[config.mk]
export PLATFORM = sky130hd
export DESIGN_NAME = uart_rx_core
export DESIGN_NICKNAME = d
export VERILOG_FILES = /design/src/rtl/uart_rx_core.sv
export SDC_FILE = /design/constraint.sdc
export NUM_CORES = 1
export LEC_CHECK = 0
export ABC_AREA = 1
export CORE_UTILIZATION = 46
export CTS_BUF_LIST = sky130_fd_sc_hd__clkbuf_4 sky130_fd_sc_hd__clkbuf_8
export DETAILED_ROUTE_END_ITERATION = 10
export PLACE_DENSITY = 0.78
export SLEW_MARGIN = 20
export SYNTH_ARGS = -nofsm -noshare
export SYNTH_HDL_FRONTEND = slang
export SYNTH_SLANG_ARGS = --single-unit
[constraint.sdc]
create_clock -name clk -period 1.38 [get_ports clk]
set_clock_uncertainty 0.05 [all_clocks]
set_input_delay 0.138 -clock clk [delete_from_list [all_inputs] [get_ports clk]]
set_output_delay 0.138 -clock clk [all_outputs]
set_load 0.01 [all_outputs]
[src/rtl/uart_rx_core.sv]
// UART receiver: 2-flop synchronizer, mid-bit sampling FSM, LSB-first reassembly, FIFO write port.
// Optional even-parity check enabled by defining UART_RX_PARITY_EN (adds parity_err port).
module uart_rx_core #(
    parameter int CLOCK_FREQUENCY = 100_000_000,
    parameter int BAUD_RATE       = 115200,
    parameter int WORD_WIDTH      = 8
) (
    input  logic                  clk,
    input  logic                  rst_n,
    input  logic                  rx,
    input  logic                  full,
    output logic [WORD_WIDTH-1:0] dout,
    output logic                  we,
    output logic                  frame_err,
    output logic                  overrun,
`ifdef UART_RX_PARITY_EN
    output logic                  parity_err,
`endif
    output logic                  busy
);

    localparam int CLKS_PER_BIT = CLOCK_FREQUENCY / BAUD_RATE;
    localparam int HALF_BIT     = CLKS_PER_BIT / 2;
    localparam int CNT_W        = $clog2(CLKS_PER_BIT);
    localparam int IDX_W        = $clog2(WORD_WIDTH + 1);

    localparam logic [CNT_W-1:0] CNT_LAST  = CNT_W'(CLKS_PER_BIT - 1);
    localparam logic [CNT_W-1:0] HALF_LAST = CNT_W'(HALF_BIT - 1);
    localparam logic [IDX_W-1:0] IDX_LAST  = IDX_W'(WORD_WIDTH - 1);

    generate
        if (CLKS_PER_BIT < 4) begin : g_bad_ratio
            $error("uart_rx_core: CLKS_PER_BIT must be at least 4");
        end
    endgenerate

    typedef enum logic [2:0] {
        S_IDLE      = 3'd0,
        S_START     = 3'd1,
        S_DATA      = 3'd2,
        S_PARITY    = 3'd3,
        S_STOP      = 3'd4,
        S_WAIT_HIGH = 3'd5
    } state_t;

    state_t                  state_q;
    logic                    sync1_q;
    logic                    sync2_q;
    logic                    rx_s;
    logic [CNT_W-1:0]        cnt_q;
    logic [IDX_W-1:0]        idx_q;
    logic [WORD_WIDTH-1:0]   shift_q;
    logic [WORD_WIDTH-1:0]   dout_q;
    logic                    we_q;
    logic                    frame_err_q;
    logic                    overrun_q;
    logic                    busy_q;
`ifdef UART_RX_PARITY_EN
    logic                    parity_bad_q;
    logic                    parity_err_q;
`endif

    assign rx_s = sync2_q;

    // Two-flop synchronizer for the asynchronous rx pin; idles high.
    always_ff @(posedge clk) begin
        if (!rst_n) begin
            sync1_q <= 1'b1;
            sync2_q <= 1'b1;
        end else begin
            sync1_q <= rx;
            sync2_q <= sync1_q;
        end
    end

    // Receive FSM with registered strobes; strobes default low so each lasts one cycle.
    always_ff @(posedge clk) begin
        if (!rst_n) begin
            state_q      <= S_IDLE;
            cnt_q        <= '0;
            idx_q        <= '0;
            shift_q      <= '0;
            dout_q       <= '0;
            we_q         <= 1'b0;
            frame_err_q  <= 1'b0;
            overrun_q    <= 1'b0;
            busy_q       <= 1'b0;
`ifdef UART_RX_PARITY_EN
            parity_bad_q <= 1'b0;
            parity_err_q <= 1'b0;
`endif
        end else begin
            we_q        <= 1'b0;
            frame_err_q <= 1'b0;
            overrun_q   <= 1'b0;
`ifdef UART_RX_PARITY_EN
            parity_err_q <= 1'b0;
`endif
            case (state_q)
                S_IDLE: begin
                    cnt_q <= '0;
                    if (!rx_s) begin
                        state_q <= S_START;
                        busy_q  <= 1'b1;
                    end else begin
                        busy_q  <= 1'b0;
                    end
                end
                S_START: begin
                    if (cnt_q == HALF_LAST) begin
                        cnt_q <= '0;
                        idx_q <= '0;
                        if (!rx_s) begin
                            state_q <= S_DATA;
                        end else begin
                            state_q <= S_IDLE;
                            busy_q  <= 1'b0;
                        end
                    end else begin
                        cnt_q <= cnt_q + CNT_W'(1);
                    end
                end
                S_DATA: begin
                    if (cnt_q == CNT_LAST) begin
                        cnt_q   <= '0;
                        // New bits enter at the MSB so the first bit ends up at bit 0.
                        shift_q <= {rx_s, shift_q[WORD_WIDTH-1:1]};
                        idx_q   <= idx_q + IDX_W'(1);
                        if (idx_q == IDX_LAST) begin
`ifdef UART_RX_PARITY_EN
                            state_q <= S_PARITY;
`else
                            state_q <= S_STOP;
`endif
                        end else begin
                            state_q <= S_DATA;
                        end
                    end else begin
                        cnt_q <= cnt_q + CNT_W'(1);
                    end
                end
`ifdef UART_RX_PARITY_EN
                S_PARITY: begin
                    if (cnt_q == CNT_LAST) begin
                        cnt_q        <= '0;
                        parity_bad_q <= (^shift_q) ^ rx_s;
                        state_q      <= S_STOP;
                    end else begin
                        cnt_q <= cnt_q + CNT_W'(1);
                    end
                end
`endif
                S_STOP: begin
                    if (cnt_q == CNT_LAST) begin
                        cnt_q <= '0;
                        if (!rx_s) begin
                            frame_err_q <= 1'b1;
                            state_q     <= S_WAIT_HIGH;
                        end else begin
                            // Leaving at mid-stop-bit lets a back-to-back start bit be caught.
                            state_q <= S_IDLE;
                            busy_q  <= 1'b0;
`ifdef UART_RX_PARITY_EN
                            if (parity_bad_q) begin
                                parity_err_q <= 1'b1;
                            end else if (full) begin
                                overrun_q <= 1'b1;
                            end else begin
                                dout_q <= shift_q;
                                we_q   <= 1'b1;
                            end
`else
                            if (full) begin
                                overrun_q <= 1'b1;
                            end else begin
                                dout_q <= shift_q;
                                we_q   <= 1'b1;
                            end
`endif
                        end
                    end else begin
                        cnt_q <= cnt_q + CNT_W'(1);
                    end
                end
                S_WAIT_HIGH: begin
                    cnt_q <= '0;
                    if (rx_s) begin
                        state_q <= S_IDLE;
                        busy_q  <= 1'b0;
                    end else begin
                        state_q <= S_WAIT_HIGH;
                    end
                end
                default: begin
                    state_q <= S_IDLE;
                    cnt_q   <= '0;
                    busy_q  <= 1'b0;
                end
            endcase
        end
    end

    assign dout      = dout_q;
    assign we        = we_q;
    assign frame_err = frame_err_q;
    assign overrun   = overrun_q;
    assign busy      = busy_q;
`ifdef UART_RX_PARITY_EN
    assign parity_err = parity_err_q;
`endif

endmodule

==> results_dict.tcl, run 1 <==
set metrics [dict create \
    gr-usage-all-layers_pct 21.5 \
    synth.avg_cell_area_um2 7.47 \
    crit_arrival_ns 1.63 \
    synth-edff-count 0 \
    area_growth_pct 43.3 \
    fin_area_um2 2560 \
    syn_nets 246 \
    final_cell_mix "nand2_1, nor2_1, dfxtp_1" \
    fin_ws_ns -0.0567 \
    io_buffers 15 \
    initial_utilization_pct 48.4 \
    hold_end "sync1_q" \
    power.density_nw_per_um2 1480 \
    antenna_found_initial 0 \
    drt-pass1-iter-count 4 \
    grt_pass1_wl_um 6690 \
    rr_worst_depth 10 \
    min_from "rx" \
    post_drt_wl_per_cell_um 12.7 \
    die_y_um 64.3 \
    cpMaxStageDelayCell "dfxtp_1" \
    cp-start-kind "flip-flop" \
    viasPerCell 5.03 \
    diodes 0 \
    regToRegEndpoint "idx_q[3]" \
    syn-cell-area_um2 1790 \
    utilization_pct 69.4 \
    cp-end-kind "flip-flop" \
    required_ns 1.57 \
    total_power_mw 3.78 \
    ant_nets 0 \
    netlist-cell-type-count 27 \
    cts_hold_buf 0 \
    hold_viol 0 \
    clock-sinks 39 \
    route.detailed.drc 0 \
    grt_start_max_net_pins 13 \
    die_w_um 64.3 \
    io-pin-count 16 \
    drt_wl_total_um 4280 \
    dp_hpwl_um 2590 \
    dpl_cell_area_um2 2150 \
    rsz0062_at_grt "yes" \
    period_share_pct 104 \
    r2r_slack_ns -0.06 \
    yosys_warnings 0 \
    peakVddDrop_uv 964 \
    clk-insertion-delay-late_ns 0.30 \
    rr_startpoint "cnt_q[2]" \
    grt_pass1_vias 1477 \
    cap_viol_max_count 0 \
    finalSetupViolations 20 \
    first_iter_violations 142 \
    core_area_um2 3690 \
    cts_made_buffers 5 \
    gp_congestion 0.842 \
    die_area_um2 4130 \
    ys.flop_type "dfxtp_1" \
    synth-seq-cells 39 \
    critical_path_buf_inv_count 3 \
    critical-path-top-delay-family "simple AND/OR/NAND/NOR gates" \
    drv_slew 0 \
    status "complete, but fails checks" \
    violations "setup timing" \
    fin_nets 294 \
    hold_slack_ns 0.358 \
    grt-ovfl-total 0 \
    cp_slowest_stage_delay_ns 0.34 \
    syn_inst 239 \
    root_buffer "clkbuf_8" \
    hp-class "primary input to flip-flop" \
    p_leak_nw 1.19 \
    drive_above_1_share_pct 33.3 \
    period_needed_ns 1.44 \
    htree_levels 2 \
    seq_area_frac_synth_pct 43.7 \
    async_reset_ff_share_pct 0 \
    relSlewSlack_pct 83.5 \
    rows 22 \
    fmax_ghz 0.696 \
    final_common_cell "nand2_1" \
    holdPathStages 2 \
    clockBufferDepth 2 \
    clk_pin_slew_ns 0.08 \
    crit_type "flip-flop to flip-flop" \
    crit_chain "inv_1 -> nand2_1 -> nor2_2 -> buf_4 -> nand3_4 -> nand2_4 -> nand2_4 -> inv_4 -> nor2_1 -> nor2_1" \
    worstMarginPinSlew_ns 0.247 \
    num_vias 1690 \
    critPathMaxFanout 5 \
    cts_tree "built" \
]
how the worst max path moves through the flow:
| stage | slack (ns) | from | cells past startpoint | end |
|---|---|---|---|---|
| floorplan | 0.004 | cnt_q[1] | 8 | dout[0] |
| global placement | -0.01 | cnt_q[1] | 11 | idx_q[1] |
| detailed placement | -0.05 | cnt_q[1] | 7 | we |
| CTS | -0.02 | cnt_q[1] | 11 | idx_q[0] |
| global route | -0.15 | cnt_q[2] | 10 | idx_q[0] |
| finish | -0.06 | cnt_q[2] | 10 | idx_q[3] |
sequential cells by signal, indices dropped and copies added, names as in the netlist, 3 cells and up:
| signal | flops |
|---|---|
| dout | 8 |
| cnt_q | 10 |
| shift_q | 8 |
| state_q | 3 |
| idx_q | 4 |
report_power, final:
part | leakage, nW | internal [mW] | switching, mW
logic | 0.807 | 0.578 | 0.875
registers | 0.318 | 1.22 | 0.110
clock network | 0.0612 | 0.585 | 0.407
final cells by class:
cell class | instances | area [µm²]
clock buffer | 6 | 82.6
clock inverter | 2 | 35.0
fill | 280 | 1130
inverter | 26 | 105
timing repair buffer | 41 | 385
timing repair inverter | 1 | 5.00
multi-input combinational | 173 | 1090
tap | 48 | 60.1
sequential | 39 | 792
stage by stage:
step           cells  setup slack (ns)  TNS [ns]
4_1_cts          332           -0.0153   -0.0286
2_1_floorplan    239           0.00364         0
3_5_place_dp     321           -0.0530    -0.913
5_1_grt          336            -0.152     -2.92
3_3_place_gp     321           -0.0107   -0.0390
6_report         336           -0.0567    -0.583
cells in the mapped netlist, drive strengths merged (2+ instances only):
cell type | number | area share (%)
buf | 2 | 0.91
nor2 | 42 | 10
a21oi | 18 | 5.0
dfxtp | 39 | 44
nand4 | 4 | 1.4
nand3 | 25 | 8.8
or2 | 3 | 1.1
xor2 | 4 | 2.0
nand2 | 62 | 15
inv | 25 | 5.3
o21ai | 5 | 1.4
xnor2 | 2 | 0.98
ha | 3 | 2.1
per-layer routing:
metal | vias to the layer above | share of wire [%] | GRT usage (%)
met5 | - | 0 | 0
met4 | 0 | 2.5 | 9.44
met3 | 12 | 4.0 | 6.96
met2 | 36 | 49 | 33.9
met1 | 783 | 44 | 26.6
li1 | 859 | - | -
what timing repair did:
item                       in CTS  in global routing
setup endpoints to repair      37                 45
gates cloned                    2                  2
pin swaps                       2                  6
setup buffers                   1                  2
resized for setup              18                 44
kinds of logic (layout without fill, tap and decap cells):
family          count (synthesis)  in the layout  share of synthesized area (%)
simple gates                  138            139                           37.0
compound gates                 24             25                           7.64
xor+xnor                        6              6                           2.94
buf+inv                        29             76                           6.59
flops                          39             39                           43.7
fa+ha+maj                       3              3                           2.10
Note: power is estimated with default switching activity, not from simulation.
==> run 2: changes to the inputs <==
--- a/config.mk
+++ b/config.mk
@@ -6,10 +6,11 @@
 export NUM_CORES = 1
 export LEC_CHECK = 0
 export ABC_AREA = 1
-export CORE_UTILIZATION = 46
+export CORE_UTILIZATION = 58
 export CTS_BUF_LIST = sky130_fd_sc_hd__clkbuf_4 sky130_fd_sc_hd__clkbuf_8
 export DETAILED_ROUTE_END_ITERATION = 10
-export PLACE_DENSITY = 0.78
+export DONT_BUFFER_PORTS = 1
+export PLACE_DENSITY = 0.85
 export SLEW_MARGIN = 20
 export SYNTH_ARGS = -nofsm -noshare
 export SYNTH_HDL_FRONTEND = slang
==> run 2 against run 1 <==
The run ends with DRC, hold timing, setup timing left; worst hold slack worse by 0.53 ns; fmax decreased by 6.1%; clock power fell by 38%; sequential cell count stayed put; critical path type unchanged; setup slack lost 0.093 ns; via count is 7.8% higher; cell count is 8.6% lower.
==> results_dict.tcl, run 2 (synthesized netlist as in run 1, its figures left out) <==
set metrics [dict create \
    status "complete, but fails checks" \
    violations "DRC, hold timing, setup timing" \
    p_sw_share_pct 41.7 \
    fill_cells 139 \
    viasPerCell 5.93 \
    power.density_nw_per_um2 1470 \
    diodes 0 \
    final_cell_mix "nand2_1, dfxtp_1, nor2_1" \
    ant_nets 0 \
    grt-ovfl-total 0 \
    clockPowerShare_pct 17.7 \
    htree_levels 2 \
    rr_worst_depth 7 \
    grt_pass1_wl_um 7820 \
    initial_utilization_pct 63.1 \
    num_vias 1822 \
    rr_startpoint "cnt_q[8]" \
    met3_length_um 456 \
    finalSetupViolations 32 \
    pre_cts_slack_ns -0.140 \
    crit_end "dout[6]" \
    peakVddDrop_uv 943 \
    multi_input_comb_area_um2 1130 \
    regToRegEndpoint "dout[6]" \
    cts_made_buffers 5 \
    core_area_um2 2830 \
    antenna_found_initial 0 \
    grt_start_max_net_pins 16 \
    r2r_slack_ns -0.15 \
    period_needed_ns 1.53 \
    final_common_cell "nand2_1" \
    p_int_mw 2.02 \
    hold_slack_ns -0.171 \
    cp-start-kind "flip-flop" \
    drive_above_1_share_pct 36.6 \
    dp_hpwl_um 2710 \
    top_register "cnt_q" \
    p_switching_mw 1.45 \
    fin_ws_ns -0.150 \
    drt-pass1-iter-count 7 \
    p_leak_nw 0.933 \
    relSlewSlack_pct 82.5 \
    clockBufferDepth 2 \
    period_share_pct 111 \
    die_area_um2 3300 \
    fin_area_um2 2370 \
    grt_pass1_vias 1722 \
    dr.max_layer_used "met4" \
    cts_tree "built" \
    cp-startpoint "cnt_q[8]" \
    clk_pin_slew_ns 0.13 \
    root_buffer "clkbuf_4" \
    io-pin-count 16 \
    critPathMaxFanout 8 \
    wl_met1_um 2190 \
    largest_reg_flops 10 \
    fmax_ghz 0.654 \
    cap_viol_max_count 0 \
    route.detailed.drc 2 \
    crit_arrival_ns 1.73 \
    area_growth_pct 32.5 \
    io_buffers 0 \
    fin_nets 282 \
    p_seq_share_pct 37.8 \
    post_drt_wl_per_cell_um 17.1 \
    total_power_mw 3.47 \
    hold_viol 21 \
    clk-insertion-delay-late_ns 0.36 \
    gr-usage-all-layers_pct 31.2 \
    die_y_um 57.5 \
    drt_wl_total_um 5250 \
    min_from "rst_n" \
    dpl_cell_area_um2 2000 \
    drv_slew 0 \
    required_ns 1.58 \
    hp-class "primary input to flip-flop" \
    worstMarginPinSlew_ns 0.260 \
    clock-sinks 39 \
    crit_type "flip-flop to flip-flop" \
    first_iter_violations 147 \
    die_w_um 57.5 \
    combinationalPowerShare_pct 44.5 \
    wl_met2_um 2360 \
    seqCellArea_um2 791 \
    rsz0062_at_grt "yes" \
    rows 19 \
    gp_congestion 0.847 \
    cp-end-kind "flip-flop" \
]
[run 2: changes by cell type in the layout (fill, tap and decap cells not counted), sizes merged]
cell | before | now
buf | 26 | 25
bufinv | 1 | 0
clkdlybuf4s50 | 6 | 0
clkinv | 4 | 2
clkinvlp | 0 | 1
dlygate4sd3 | 0 | 5
dlymetal6s2s | 9 | 0
inv | 24 | 25
[run 2: worst min path at each step]
stage                  to  cells past startpoint  slack, ns
2_1_floorplan          we                      1       0.16
3_3_place_gp           we                      1       0.17
3_5_place_dp           we                      1       0.17
4_1_cts              busy                      2      -0.16
5_1_grt        state_q[1]                      2      -0.17
6_report       state_q[2]                      2      -0.17
[run 2: final cells by class]
class / instances / area share [%]
multi-input cells: 173 / 47.6
flip-flops and latches: 39 / 33.4
repair buffers: 30 / 10.7
inverters: 26 / 4.23
clock buffers: 6 / 1.90
well taps: 31 / 1.64
clock inverters: 2 / 0.529
[run 2: power by group through the flow]
stage / clock network, mW / registers, mW / logic, mW
6_report: 0.616 / 1.31 / 1.54
2_1_floorplan: 0 / 1.31 / 0.836
5_1_grt: 0.664 / 1.32 / 1.67
3_5_place_dp: 0 / 1.31 / 1.16
4_1_cts: 0.607 / 1.29 / 1.36
3_3_place_gp: 0 / 1.31 / 1.12
[run 2: per-stage QoR]
step           hold WS [ns]  std cells  TNS [ns]  utilization, %
5_1_grt              -0.167        307     -4.60            83.6
2_1_floorplan         0.165        239         0               -
4_1_cts              -0.161        306    -0.672            78.1
6_report             -0.171        307     -2.86            83.6
3_3_place_gp          0.166        292     -1.01            70.8
3_5_place_dp          0.168        292     -3.08            70.8
[run 2: what timing repair did]
action                                  CTS  global route
hold buffers                              4             1
pin swaps                                15            19
buffers inserted                          0             0
cloned                                    2             0
endpoints found under the setup margin   37            37
hold endpoints to repair                 24            22
resized for setup                        22            38
[run 2: layer usage]
layer	GRT usage, %	up-vias
met5	0	-
met4	19.2	0
met3	6.12	34
met2	49.7	111
met1	38.8	844
li1	-	833
[run 2: worst max-delay path, cell delays in order (launching register included)]
cell	delay, ns
dfxtp_1	0.45
nand3_2	0.13
nor2_4	0.20
nand2_4	0.14
nor2_8	0.21
nand2_8	0.11
nand2_1	0.08
a21oi_1	0.06
==> run 3: changes to the inputs <==
--- a/config.mk
+++ b/config.mk
@@ -6,6 +6,7 @@
 export NUM_CORES = 1
 export LEC_CHECK = 0
 export ABC_AREA = 1
+export CORE_MARGIN = 5
 export CORE_UTILIZATION = 58
 export CTS_BUF_LIST = sky130_fd_sc_hd__clkbuf_4 sky130_fd_sc_hd__clkbuf_8
 export DETAILED_ROUTE_END_ITERATION = 10
==> run 3 against run 2 <==
The flow finishes with violations (hold timing, setup timing); global-route usage decreased by 8.8 points; largest power group unchanged; sequential share of layout area decreased by 1.3 points; cell count increased by 3.6%; critical path type unchanged.
==> results_dict.tcl, run 3 (synthesized netlist as in run 1, its figures left out) <==
set metrics [dict create \
    status "complete, but fails checks" \
    violations "hold timing, setup timing" \
    hp-class "primary input to flip-flop" \
    final_common_cell "nand2_1" \
    crit_type "flip-flop to flip-flop" \
    die_y_um 65.5 \
    die_area_um2 4290 \
    first_iter_violations 186 \
    clock-sinks 39 \
    p_leak_nw 1.01 \
    critPathMaxFanout 5 \
    area_growth_pct 38.1 \
    largest_reg_flops 10 \
    period_needed_ns 1.56 \
    grt_pass1_wl_um 7350 \
    die_w_um 65.5 \
    cap_viol_max_count 0 \
    cts_made_buffers 5 \
    required_ns 1.60 \
    clockBufferDepth 2 \
    cts_hold_buf 4 \
    p_seq_share_pct 33.6 \
    root_buffer "clkbuf_4" \
    rr_worst_depth 11 \
    io-pin-count 16 \
    grt_start_max_net_pins 17 \
    grt_pass1_vias 1647 \
    cp-start-kind "flip-flop" \
    ant_nets 0 \
    final_cells 318 \
    power.density_nw_per_um2 1590 \
    grt-ovfl-total 0 \
    clk_pin_slew_ns 0.12 \
    initial_utilization_pct 59.5 \
    period_share_pct 113 \
    holdPathStages 2 \
    drt-pass1-iter-count 6 \
    core_area_um2 3000 \
    p_int_mw 2.42 \
    fin_area_um2 2460 \
    fin_nets 291 \
    fmax_ghz 0.642 \
    htree_levels 2 \
    relSlewSlack_pct 83.0 \
    dp.cells 294 \
    pre_cts_slack_ns -0.0780 \
    peakVddDrop_uv 867 \
    combinationalPowerShare_pct 41.8 \
    p_switching_mw 1.51 \
    post_drt_wl_per_cell_um 16.1 \
    antenna_found_initial 0 \
    top_register "cnt_q" \
    worstMarginPinSlew_ns 0.255 \
    crit_arrival_ns 1.78 \
    fill_cells 181 \
    clockPowerShare_pct 24.6 \
    rsz0062_at_grt "yes" \
    rows 20 \
    gp_congestion 0.862 \
    finalSetupViolations 34 \
    num_vias 1799 \
    route.detailed.drc 0 \
    drive_above_1_share_pct 36.8 \
    cts_tree "built" \
    hold_viol 21 \
    utilization_pct 82.1 \
    gr-usage-all-layers_pct 22.4 \
    p_sw_share_pct 38.4 \
    clk-insertion-delay-late_ns 0.37 \
    diodes 0 \
    drv_slew 0 \
    final_cell_mix "nand2_1, dfxtp_1, nor2_1" \
    viasPerCell 5.66 \
    tns_ns -2.14 \
    io_buffers 0 \
    hold_slack_ns -0.170 \
    dp_hpwl_um 2740 \
    total_power_mw 3.92 \
    drt_wl_total_um 5110 \
    fin_ws_ns -0.177 \
    dpl_cell_area_um2 2010 \
    cp-end-kind "flip-flop" \
]
-- run 3: changes by cell type in the layout (fill, tap and decap cells not counted), moves of 2 or more --
cell,previous run,this run
buf_4,21,28
nand3_2,10,6
a21oi_1,12,14
a21oi_2,6,4
bufinv_16,0,2
nand2_1,43,45
nand3_1,14,16
nand3_4,1,3
-- run 3: critical path: stages, from the launching register on --
cell and delay (ns):
dfxtp_4 0.39, inv_4 0.06, ha_4 0.12, nand2_2 0.05, nor2_2 0.13, nand3_2 0.09
nand2_4 0.09, buf_6 0.14, buf_6 0.10, nand3_2 0.09, nand2_1 0.08, nor2_1 0.05
-- run 3: worst paths after layout --
kind	start	endpoint	slack [ns]
setup reg to reg	cnt_q[1]	idx_q[1]	-0.18
setup / recovery	cnt_q[1]	idx_q[1]	-0.18
hold / removal	rst_n	idx_q[0]	-0.17
hold reg to reg	sync1_q	rx_s	0.44
-- run 3: per-layer routing --
layer	global-route usage [%]	part of all wire (%)	vias to the layer above	routed length, µm
met1	27.5	38	830	1970
met3	4.96	6.6	29	337
met2	36.9	50	85	2580
li1	-	-	855	-
met5	0	0	-	0
met4	10.6	4.5	0	230
-- run 3: area by class of cell --
type,count,area [µm²],area share (%)
Inverter,26,108,4.37
Clock buffer,5,37.5,1.52
Timing Repair inverter,1,5.00,0.203
Sequential cell,39,791,32.1
Tap cell,33,41.3,1.68
Clock inverter,3,67.6,2.74
Timing Repair Buffer,38,320,13.0
Multi-Input combinational cell,173,1090,44.4
-- run 3: power groups by stage --
stage | clock network (mW) | logic (mW) | registers, mW
6_report | 0.966 | 1.64 | 1.32
5_1_grt | 1.02 | 1.78 | 1.33
4_1_cts | 0.966 | 1.35 | 1.30
3_5_place_dp | 0 | 1.09 | 1.32
3_3_place_gp | 0 | 1.06 | 1.31
2_1_floorplan | 0 | 0.836 | 1.31
-- run 3: repair_timing --
| item | CTS | global route |
|---|---|---|
| pin swaps | 17 | 24 |
| buffers inserted | 2 | 6 |
| endpoints found under the hold margin | 23 | 21 |
| setup endpoints to repair | 28 | 36 |
| gates cloned | 2 | 2 |
| gates resized for setup | 19 | 38 |
